$ cat config.mk
export PLATFORM = sky130hd
export DESIGN_NAME = frame_streamer
export DESIGN_NICKNAME = d
export VERILOG_FILES = /design/src/rtl/frame_streamer.sv
export SDC_FILE = /design/constraint.sdc
export NUM_CORES = 1
export LEC_CHECK = 0
export CAP_MARGIN = 5
export CORE_MARGIN = 4
export CORE_UTILIZATION = 47
export DETAILED_ROUTE_END_ITERATION = 6
export GPL_ROUTABILITY_DRIVEN = 1
export PLACE_DENSITY = 0.77
export SLEW_MARGIN = 20
export SYNTH_ARGS = -nofsm -noshare
export SYNTH_HDL_FRONTEND = slang
export SYNTH_SLANG_ARGS = --single-unit
$ cat constraint.sdc
create_clock -name clock -period 2.5 [get_ports clock]
set_clock_uncertainty 0.05 [all_clocks]
set_input_delay 0.375 -clock clock [delete_from_list [all_inputs] [get_ports clock]]
set_output_delay 0.375 -clock clock [all_outputs]
set_load 0.03 [all_outputs]
$ cat src/rtl/frame_streamer.sv
// Replays a stored frame from pixel memory as a camera-style VSYNC / HREF / PXCLK / D[7:0] stream.
// Define TEST_PATTERN_EN to add pattern_sel, which swaps the memory path for an XOR test pattern.
module frame_streamer #(
   parameter int unsigned ADDR_W      = 23,
   parameter int unsigned H_ACTIVE    = 640,
   parameter int unsigned V_ACTIVE    = 480,
   parameter int unsigned BPP         = 2,
   parameter int unsigned H_BLANK     = 144,
   parameter int unsigned VSYNC_LINES = 3,
   parameter int unsigned V_BACK      = 17,
   parameter int unsigned V_FRONT     = 10
) (
   input  logic              clock,
   input  logic              reset,
`ifdef TEST_PATTERN_EN
   input  logic              pattern_sel,
`endif
   input  logic              start,
   input  logic              continuous,
   output logic [ADDR_W-1:0] mem_addr,
   output logic              mem_rd,
   input  logic [7:0]        mem_rdata,
   output logic              PXCLK,
   output logic              VSYNC,
   output logic              HSYNC,
   output logic [7:0]        D,
   output logic              busy,
   output logic              done
);

   localparam int unsigned ACT_SLOTS  = H_ACTIVE * BPP;
   localparam int unsigned LINE_SLOTS = ACT_SLOTS + H_BLANK;
   localparam int unsigned V_MAX_A    = (V_ACTIVE > VSYNC_LINES) ? V_ACTIVE : VSYNC_LINES;
   localparam int unsigned V_MAX_B    = (V_BACK > V_FRONT) ? V_BACK : V_FRONT;
   localparam int unsigned V_MAX      = (V_MAX_A > V_MAX_B) ? V_MAX_A : V_MAX_B;
   localparam int unsigned SW         = $clog2(LINE_SLOTS);
   localparam int unsigned LW         = $clog2(V_MAX + 1);

   typedef enum logic [2:0] {
      ST_IDLE, ST_VS, ST_VBACK, ST_ACTIVE, ST_HBL, ST_VFRONT, ST_DONE
   } state_e;

   state_e            state_q;
   logic              ph_q;
   logic [SW-1:0]     slot_q;
   logic [LW-1:0]     line_q;
   logic [ADDR_W-1:0] rd_idx_q;
   logic [ADDR_W-1:0] mem_addr_q;
   logic              mem_rd_q;
   logic              vsync_q;
   logic              hsync_q;
   logic [7:0]        d_q;
   logic              busy_q;
   logic              done_q;
   logic              start_pend_q;

   logic              slot_last_c;
   logic              line_last_c;
   logic              nxt_act_c;
   logic              mem_path_c;
`ifdef TEST_PATTERN_EN
   logic [SW-1:0]     nxt_byte_c;
   logic [LW-1:0]     nxt_line_c;
   logic [7:0]        pat_c;
`endif

   // Position of the current slot and whether the following slot carries an active byte
   always_comb begin
      slot_last_c = (slot_q == SW'(LINE_SLOTS - 1));
      line_last_c = 1'b0;
      nxt_act_c   = 1'b0;
`ifdef TEST_PATTERN_EN
      nxt_byte_c  = '0;
      nxt_line_c  = '0;
`endif
      case (state_q)
         ST_VS:     line_last_c = (line_q == LW'(VSYNC_LINES - 1));
         ST_VBACK: begin
            line_last_c = (line_q == LW'(V_BACK - 1));
            nxt_act_c   = slot_last_c && line_last_c;
         end
         ST_ACTIVE: begin
            line_last_c = (line_q == LW'(V_ACTIVE - 1));
            nxt_act_c   = (slot_q != SW'(ACT_SLOTS - 1));
`ifdef TEST_PATTERN_EN
            nxt_byte_c  = slot_q + 1'b1;
            nxt_line_c  = line_q;
`endif
         end
         ST_HBL: begin
            line_last_c = (line_q == LW'(V_ACTIVE - 1));
            nxt_act_c   = slot_last_c && !line_last_c;
`ifdef TEST_PATTERN_EN
            nxt_line_c  = line_q + 1'b1;
`endif
         end
         ST_VFRONT: line_last_c = (line_q == LW'(V_FRONT - 1));
         default:   line_last_c = 1'b0;
      endcase
   end

`ifdef TEST_PATTERN_EN
   assign pat_c      = 8'(nxt_byte_c) ^ 8'(nxt_line_c);
   assign mem_path_c = ~pattern_sel;
`else
   assign mem_path_c = 1'b1;
`endif

   // Phase 0->1 edge launches the read; phase 1->0 edge loads D and advances the slot FSM
   always_ff @(posedge clock) begin
      if (reset) begin
         state_q      <= ST_IDLE;
         ph_q         <= 1'b0;
         slot_q       <= '0;
         line_q       <= '0;
         rd_idx_q     <= '0;
         mem_addr_q   <= '0;
         mem_rd_q     <= 1'b0;
         vsync_q      <= 1'b0;
         hsync_q      <= 1'b0;
         d_q          <= '0;
         busy_q       <= 1'b0;
         done_q       <= 1'b0;
         start_pend_q <= 1'b0;
      end else begin
         ph_q <= ~ph_q;
         if (!ph_q) begin
            if (state_q == ST_IDLE && start) start_pend_q <= 1'b1;
            if (nxt_act_c && mem_path_c) begin
               mem_rd_q   <= 1'b1;
               mem_addr_q <= rd_idx_q;
               rd_idx_q   <= rd_idx_q + 1'b1;
            end
         end else begin
            mem_rd_q <= 1'b0;
            if (mem_rd_q) d_q <= mem_rdata;
`ifdef TEST_PATTERN_EN
            else if (pattern_sel && nxt_act_c) d_q <= pat_c;
`endif
            else d_q <= '0;

            if (state_q != ST_IDLE && state_q != ST_DONE) begin
               slot_q <= slot_last_c ? '0 : slot_q + 1'b1;
               if (slot_last_c) line_q <= line_last_c ? '0 : line_q + 1'b1;
            end

            case (state_q)
               ST_IDLE: begin
                  if (start || start_pend_q) begin
                     state_q      <= ST_VS;
                     vsync_q      <= 1'b1;
                     busy_q       <= 1'b1;
                     slot_q       <= '0;
                     line_q       <= '0;
                     rd_idx_q     <= '0;
                     mem_addr_q   <= '0;
                     start_pend_q <= 1'b0;
                  end
               end
               ST_VS: begin
                  if (slot_last_c && line_last_c) begin
                     state_q <= ST_VBACK;
                     vsync_q <= 1'b0;
                  end
               end
               ST_VBACK: begin
                  if (slot_last_c && line_last_c) begin
                     state_q <= ST_ACTIVE;
                     hsync_q <= 1'b1;
                  end
               end
               ST_ACTIVE: begin
                  if (slot_q == SW'(ACT_SLOTS - 1)) begin
                     state_q <= ST_HBL;
                     hsync_q <= 1'b0;
                  end
               end
               ST_HBL: begin
                  if (slot_last_c) begin
                     if (line_last_c) begin
                        state_q <= ST_VFRONT;
                     end else begin
                        state_q <= ST_ACTIVE;
                        hsync_q <= 1'b1;
                     end
                  end
               end
               ST_VFRONT: begin
                  if (slot_last_c && line_last_c) begin
                     if (continuous) begin
                        state_q    <= ST_VS;
                        vsync_q    <= 1'b1;
                        rd_idx_q   <= '0;
                        mem_addr_q <= '0;
                     end else begin
                        state_q <= ST_DONE;
                        done_q  <= 1'b1;
                     end
                  end
               end
               default: ;
            endcase
         end

         // DONE always lands on a phase-0 cycle and lasts exactly one clock
         if (state_q == ST_DONE) begin
            state_q <= ST_IDLE;
            done_q  <= 1'b0;
            busy_q  <= 1'b0;
         end
      end
   end

   assign PXCLK    = ph_q;
   assign VSYNC    = vsync_q;
   assign HSYNC    = hsync_q;
   assign D        = d_q;
   assign mem_rd   = mem_rd_q;
   assign mem_addr = mem_addr_q;
   assign busy     = busy_q;
   assign done     = done_q;

endmodule

---- Yosys cells after proc, flatten, opt, wreduce, memory -nomap -nowiden ----
Index checks and enable logic that the tools add are counted.
storage, ports and cells
  register bits ........................... 84
  output and inout bits ................... 37
  logic and storage cells ................. 113
operators by class
  equal/unequal tests ..................... 28
  multiplexer cells ....................... 43
  add/sub/neg operators ................... 3
  reductions and logical operators ........ 24
  bitwise gates (word level) .............. 2
operators with widths
  operator                 count
  $mux W23                 7
  $pmux W23 S2             1
  $mux W9                  5
  $mux W11                 4
  $mux W3                  8
  $add A23 B1 Y23 const B  1
  $eq A11 B11 Y1 const B   2
  $pmux W3 S6              1
  $ne A2 B2 Y1 const B     7
  $mux W1                  12
  $reduce_and A6 Y1        2
  $add A11 B1 Y11 const B  1
  $ne A11 B11 Y1 const B   1
  $add A9 B1 Y9 const B    1
  $eq A3 B3 Y1 const B     3
  $eq A9 B2 Y1 const B     1
  $eq A9 B4 Y1 const B     1
  $eq A9 B5 Y1 const B     1
  $eq A9 B9 Y1 const B     1
  $ne A3 B3 Y1 const B     3
  $pmux W1 S3              3
  $reduce_bool A3 Y1       3
  $mux W8                  1
  $reduce_and A8 Y1        1
  17 further kinds         29

---- Longest topological paths before layout ----
  depth in word-level cells ............... 8
  depth in mapped cells ................... 10

---- Worst setup path before layout ----
OpenSTA, ideal clock, no wires.
  kind .................................... register to register
  from .................................... register line_q[0]
  to ...................................... register mem_addr_q[19] (netlist: mem_addr[19])
  required time ........................... 2,334 ps
  path slack .............................. 159 ps
  clock period less this slack ............ 2,341 ps
  arrival time ............................ 2,175 ps
  cell stages (with the launch flop) ...... 11
  path buffers ............................ 2
  cell sequence ........................... dfxtp_1 -> inv_1 -> ha_1 -> and4b_1 -> and3_1 -> o2111ai_1 -> a21o_1 -> buf_2 -> clkbuf_1 -> a211oi_1 -> a41o_1
between the ends
  word-level cells in the longest chain between the ends .. 6
  elaborated cells between the ends (all ways) .. 13
  classes of those cells .................. 5 x eq/ne; 2 x mux; 6 x reduce/logical
RTL lines
  what                           line    RTL
  start, declared                46      logic [LW-1:0] line_q;
  start signal, assigned         144     if (slot_last_c) line_q <= line_last_c ? '0 : line_q + 1'b1;
  $eq A9 B9 Y1                   83, 91
  $logic_not A1 Y1               92      nxt_act_c = slot_last_c && !line_last_c;
  $logic_and A1 B1 Y1            92
  $pmux W1 S3                    76      case (state_q)
  $reduce_bool A2 Y1 (no line)   --
  $reduce_and A5 Y1 (no line) *  --
  end signal, assigned           131     mem_addr_q <= rd_idx_q;
  end, declared                  48      logic [ADDR_W-1:0] mem_addr_q;
Mark *: on every way between the ends. The rest lies on a longest branch, timed or not.
A chain may end at the register's enable or synchronous reset.

---- Final worst setup path ----
  from .................................... register slot_q[0]
  to ...................................... register rd_idx_q[22]
between the ends
  word-level cells in the longest chain between the ends .. 5
  elaborated cells between the ends (all ways) .. 9
  classes of those cells .................. 3 x eq/ne; 1 x mux; 5 x reduce/logical
RTL lines
  what                                    line    RTL
  start, declared                         45      logic [SW-1:0] slot_q;
  start signal, assigned                  143     slot_q <= slot_last_c ? '0 : slot_q + 1'b1;
  $eq A11 B11 Y1                          69      slot_last_c = (slot_q == SW'(LINE_SLOTS - 1));
  $logic_and A1 B1 Y1 (on tied branches)  92, 80
  $pmux W1 S3                             76
  $reduce_bool A2 Y1 (no line)            --
  $reduce_and A5 Y1 (no line) *           --
  end signal, assigned                    132     rd_idx_q <= rd_idx_q + 1'b1;
  end, declared                           47      logic [ADDR_W-1:0] rd_idx_q;
Marked as above.

==> summary.md <==
| Metric | Value |
|---|---|
| Slowest stage delay, CP | 0.39 ns |
| Worst hold slack | 0.405 ns |
| Initial DRC Count | 260 |
| RD Place Congestion | between 0.9 and 1 |
| ANT nets after route | 0 |
| Crit-path slowest cell | or3_1 |
| First-pass GRT wire length | 18500 µm |
| I/O Buffers | 48 |
| CORE AREA | 8680 µm² |
| Clock root buffer | clkbuf_8 |
| Rows | 34 |
| CTS tree | done |
| Area growth syn-to-layout | 25.9% |
| Vias per std cell | 6.07 |
| Nets | approximately 570 |
| Fraction of layout cells with a size suffix above 1 | 12.7% |
| Clk pwr share | 31.3% |
| Final hold violations | 0 |
| Ports | 49 |
| Clock Latency Late Sink | about 0.35 ns |
| DRT Pass-1 Iters | 5 |
| Pre-CTS setup slack | -0.0687 ns |
| Worst path required time | 2.74 ns |
| Cells after Synth | 491 |
| Max-slew violations | 0 |
| Async set-reset flop share out of synthesis | 0% |
| Max-slew headroom | 58.8% |
| Crit-path leading delay family | compound AO/OA/AOI/OAI gates |
| Fin util | 60.5% |
| Dpl cells | 654 |
| Power Internal | 2.33 mW |
| Die footprint | 10400 µm² |
| Period utilization | 95.6% |
| Status | complete, no violations |
| Max rail drop VDD | between 300 and 400 µV |
| # setup viols final | 0 |
| Initial core utilization | 48.0% |
| Routed len/inst | 16.5 µm |
| Non-Filler Instances | 669 |
| Crit path buf inv count | 2 |
| Final Critical Period | 2.39 ns |
| Vias in the first global route | 3964 |
| Via count | 4058 |
| Critical path type | flop to flop |
| Total of warnings raised by yosys | 0 |
| Drt drc | 0 |
| Switching Fraction | 32.6% |
| Path category of the worst min-delay check | flop to flop |
| Cell variety after synth | 63 |
| Antenna diodes | 0 |
| PwrDens | 657 nW/µm² |
| H-Tree Depth | 3 |
| Design Power | approximately 3.4 mW |
| Leakage power | about 1.8 nW |
| Register area share after synthesis | 40.3% |
| Initial antenna violation count | 0 |
| Post-route cell area | ~5200 µm² |
| Die Y | 102 µm |
| Dominant synthesized flop cell | dfxtp_1 |
| Critical-path cell list | ha_2, and3_1, buf_4, nand4_1, o22a_1, buf_4, a211o_4, or3_1, a21oi_2 |
| Register bit total from synthesis | 84 |
| Top cell by count, worst path | buf_4 |
| Largest net degree at the start of global routing | 41 |
| Final worst-path setup slack | 0.111 ns |
| CTS clk-pin slew, worst paths | 0.09 ns |
| Setup TNS | 0 ns |
| TritonCTS buffer count | 9 |
| Total routed wirelength | approximately 11000 µm |
| GR Overflow Total | 0 |
| Synthesized Nets | 507 |
| Max Freq | approximately 420 MHz |
| Fillers | 777 |
| Setup Fix Bufs, Post-CTS | 0 |
| DP HPWL | roughly 7800 µm |
| Worst-path maximum fanout | 13 |
| Die Span X | between 100 and 150 µm |
| Logic pwr share | 26.5% |
| CP endpoint kind | flop |
| Max-Cap Viols | 0 |
| Clock sinks | 84 |
| Longest Clk Path Bufs | 2 |
| WP data arrival | around 2.6 ns |
| Area of the mapped netlist | 4170 µm² |
| Post-synth EDFFs | 0 |
| Avg Cell Area, Syn | approximately 8.5 µm² |
| Placed cell area | 4960 µm² |
| Gr usage total | 21.9% |
| Worst Tran Pin Value | 0.612 ns |
| Critical Path Start Type | flop |
| Part of the power in registers | 42.2% |
| Switching power | 1.12 mW |
[power groups by stage]
stage	clock, mW	sequential [mW]	combinational [mW]
floorplan	0	1.47	0.539
global route	1.17	1.46	0.995
global placement	0	1.48	0.860
detailed placement	0	1.48	0.870
finish	1.08	1.46	0.913
CTS	1.11	1.44	0.875
[state kept, by name, indices dropped and copies added (netlist names)]
name / cells
HSYNC: 1
start_pend_q: 1
line_q: 9
VSYNC: 1
done: 1
busy: 1
mem_addr: 23
slot_q: 11
D: 8
rd_idx_q: 23
mem_rd: 1
PXCLK: 1
state_q: 3
[final cells by class]
class | count | area (µm²) | share of cell area (%)
sequential | 84 | 1690 | 32.1
clock inverter | 5 | 85.1 | 1.62
clock buffer | 10 | 138 | 2.62
inverter | 16 | 60.1 | 1.14
tap | 108 | 135 | 2.58
timing repair buffer | 85 | 787 | 15.0
multi-input combinational | 361 | 2360 | 44.9
[logic make-up after synthesis]
kind of cell / Yosys count / share of synthesized area [%]
XOR/XNOR: 16 / 3.36
flip-flops: 84 / 40.3
AND/OR/NAND/NOR: 199 / 26.6
adder cells (fa/ha/maj): 4 / 1.20
AO/OA/AOI/OAI: 140 / 23.5
buffers and inverters: 46 / 4.44
multiplexers: 2 / 0.480
[layer usage]
metal	global-route usage [%]	wire [µm]
met5	0	0
met2	35.9	5450
met4	9.18	272
met1	28.2	4700
met3	4.10	607
[what timing repair did]
action                     in CTS  in global routing
setup endpoints to repair       0                 36
resized for setup               0                 14
hold buffers                    0                  0
[final timing paths]
kind	startpoint	end	slack [ns]	cells past startpoint
setup / recovery	slot_q[0]	rd_idx_q[22]	0.11	9
hold / removal	done	done	0.41	2
setup reg to reg	slot_q[0]	rd_idx_q[22]	0.11	9
hold reg to reg	done	done	0.41	2
[worst register-to-register path: stages, from the launching register on]
cell and delay, ns:
dfxtp_2 0.36, ha_2 0.20, and3_1 0.19, buf_4 0.13, nand4_1 0.09, o22a_1 0.20, buf_4 0.19, a211o_4 0.37
or3_1 0.39, a21oi_2 0.16
[cells in the final DEF, fill, tap and decap left out, types with 5 or more instances in the layout]
cell type / netlist / layout
a31oi_1: 9 / 9
dfxtp_1: 84 / 81
and4_1: 24 / 24
or3_1: 5 / 5
a31o_1: 23 / 23
inv_1: 14 / 14
nor3_1: 9 / 8
nand2_1: 42 / 42
buf_4: 0 / 34
a211oi_1: 8 / 8
a21oi_1: 34 / 33
xor2_1: 5 / 5
clkdlybuf4s50_1: 0 / 48
nand4_1: 12 / 12
and3_1: 5 / 5
nor2_1: 47 / 45
o31ai_1: 6 / 6
or4_1: 7 / 7
o21ai_0: 19 / 19
nand3_1: 21 / 21
xnor2_1: 11 / 11
a22oi_1: 8 / 8
and2_1: 5 / 5
clkbuf_8: 0 / 10
[cell usage after synthesis, drive strengths merged, types with 4 or more instances]
cell type	number	area [µm²]
a211oi	9	72.6
a21oi	34	170
a22oi	8	60.1
a31o	23	201
a31oi	9	56.3
and2	5	31.3
and3	5	31.3
and4	24	210
buf	11	53.8
clkbuf	19	71.3
dfxtp	84	1680
ha	4	50.1
inv	14	52.6
nand2	42	158
nand3	21	105
nand4	12	75.1
nor2	47	176
nor3	9	45.0
nor4	4	25.0
o21ai	22	110
o31ai	6	45.0
or3	5	31.3
or4	7	52.6
xnor2	11	96.3
xor2	5	43.8
(Power assumes the default switching activity.)
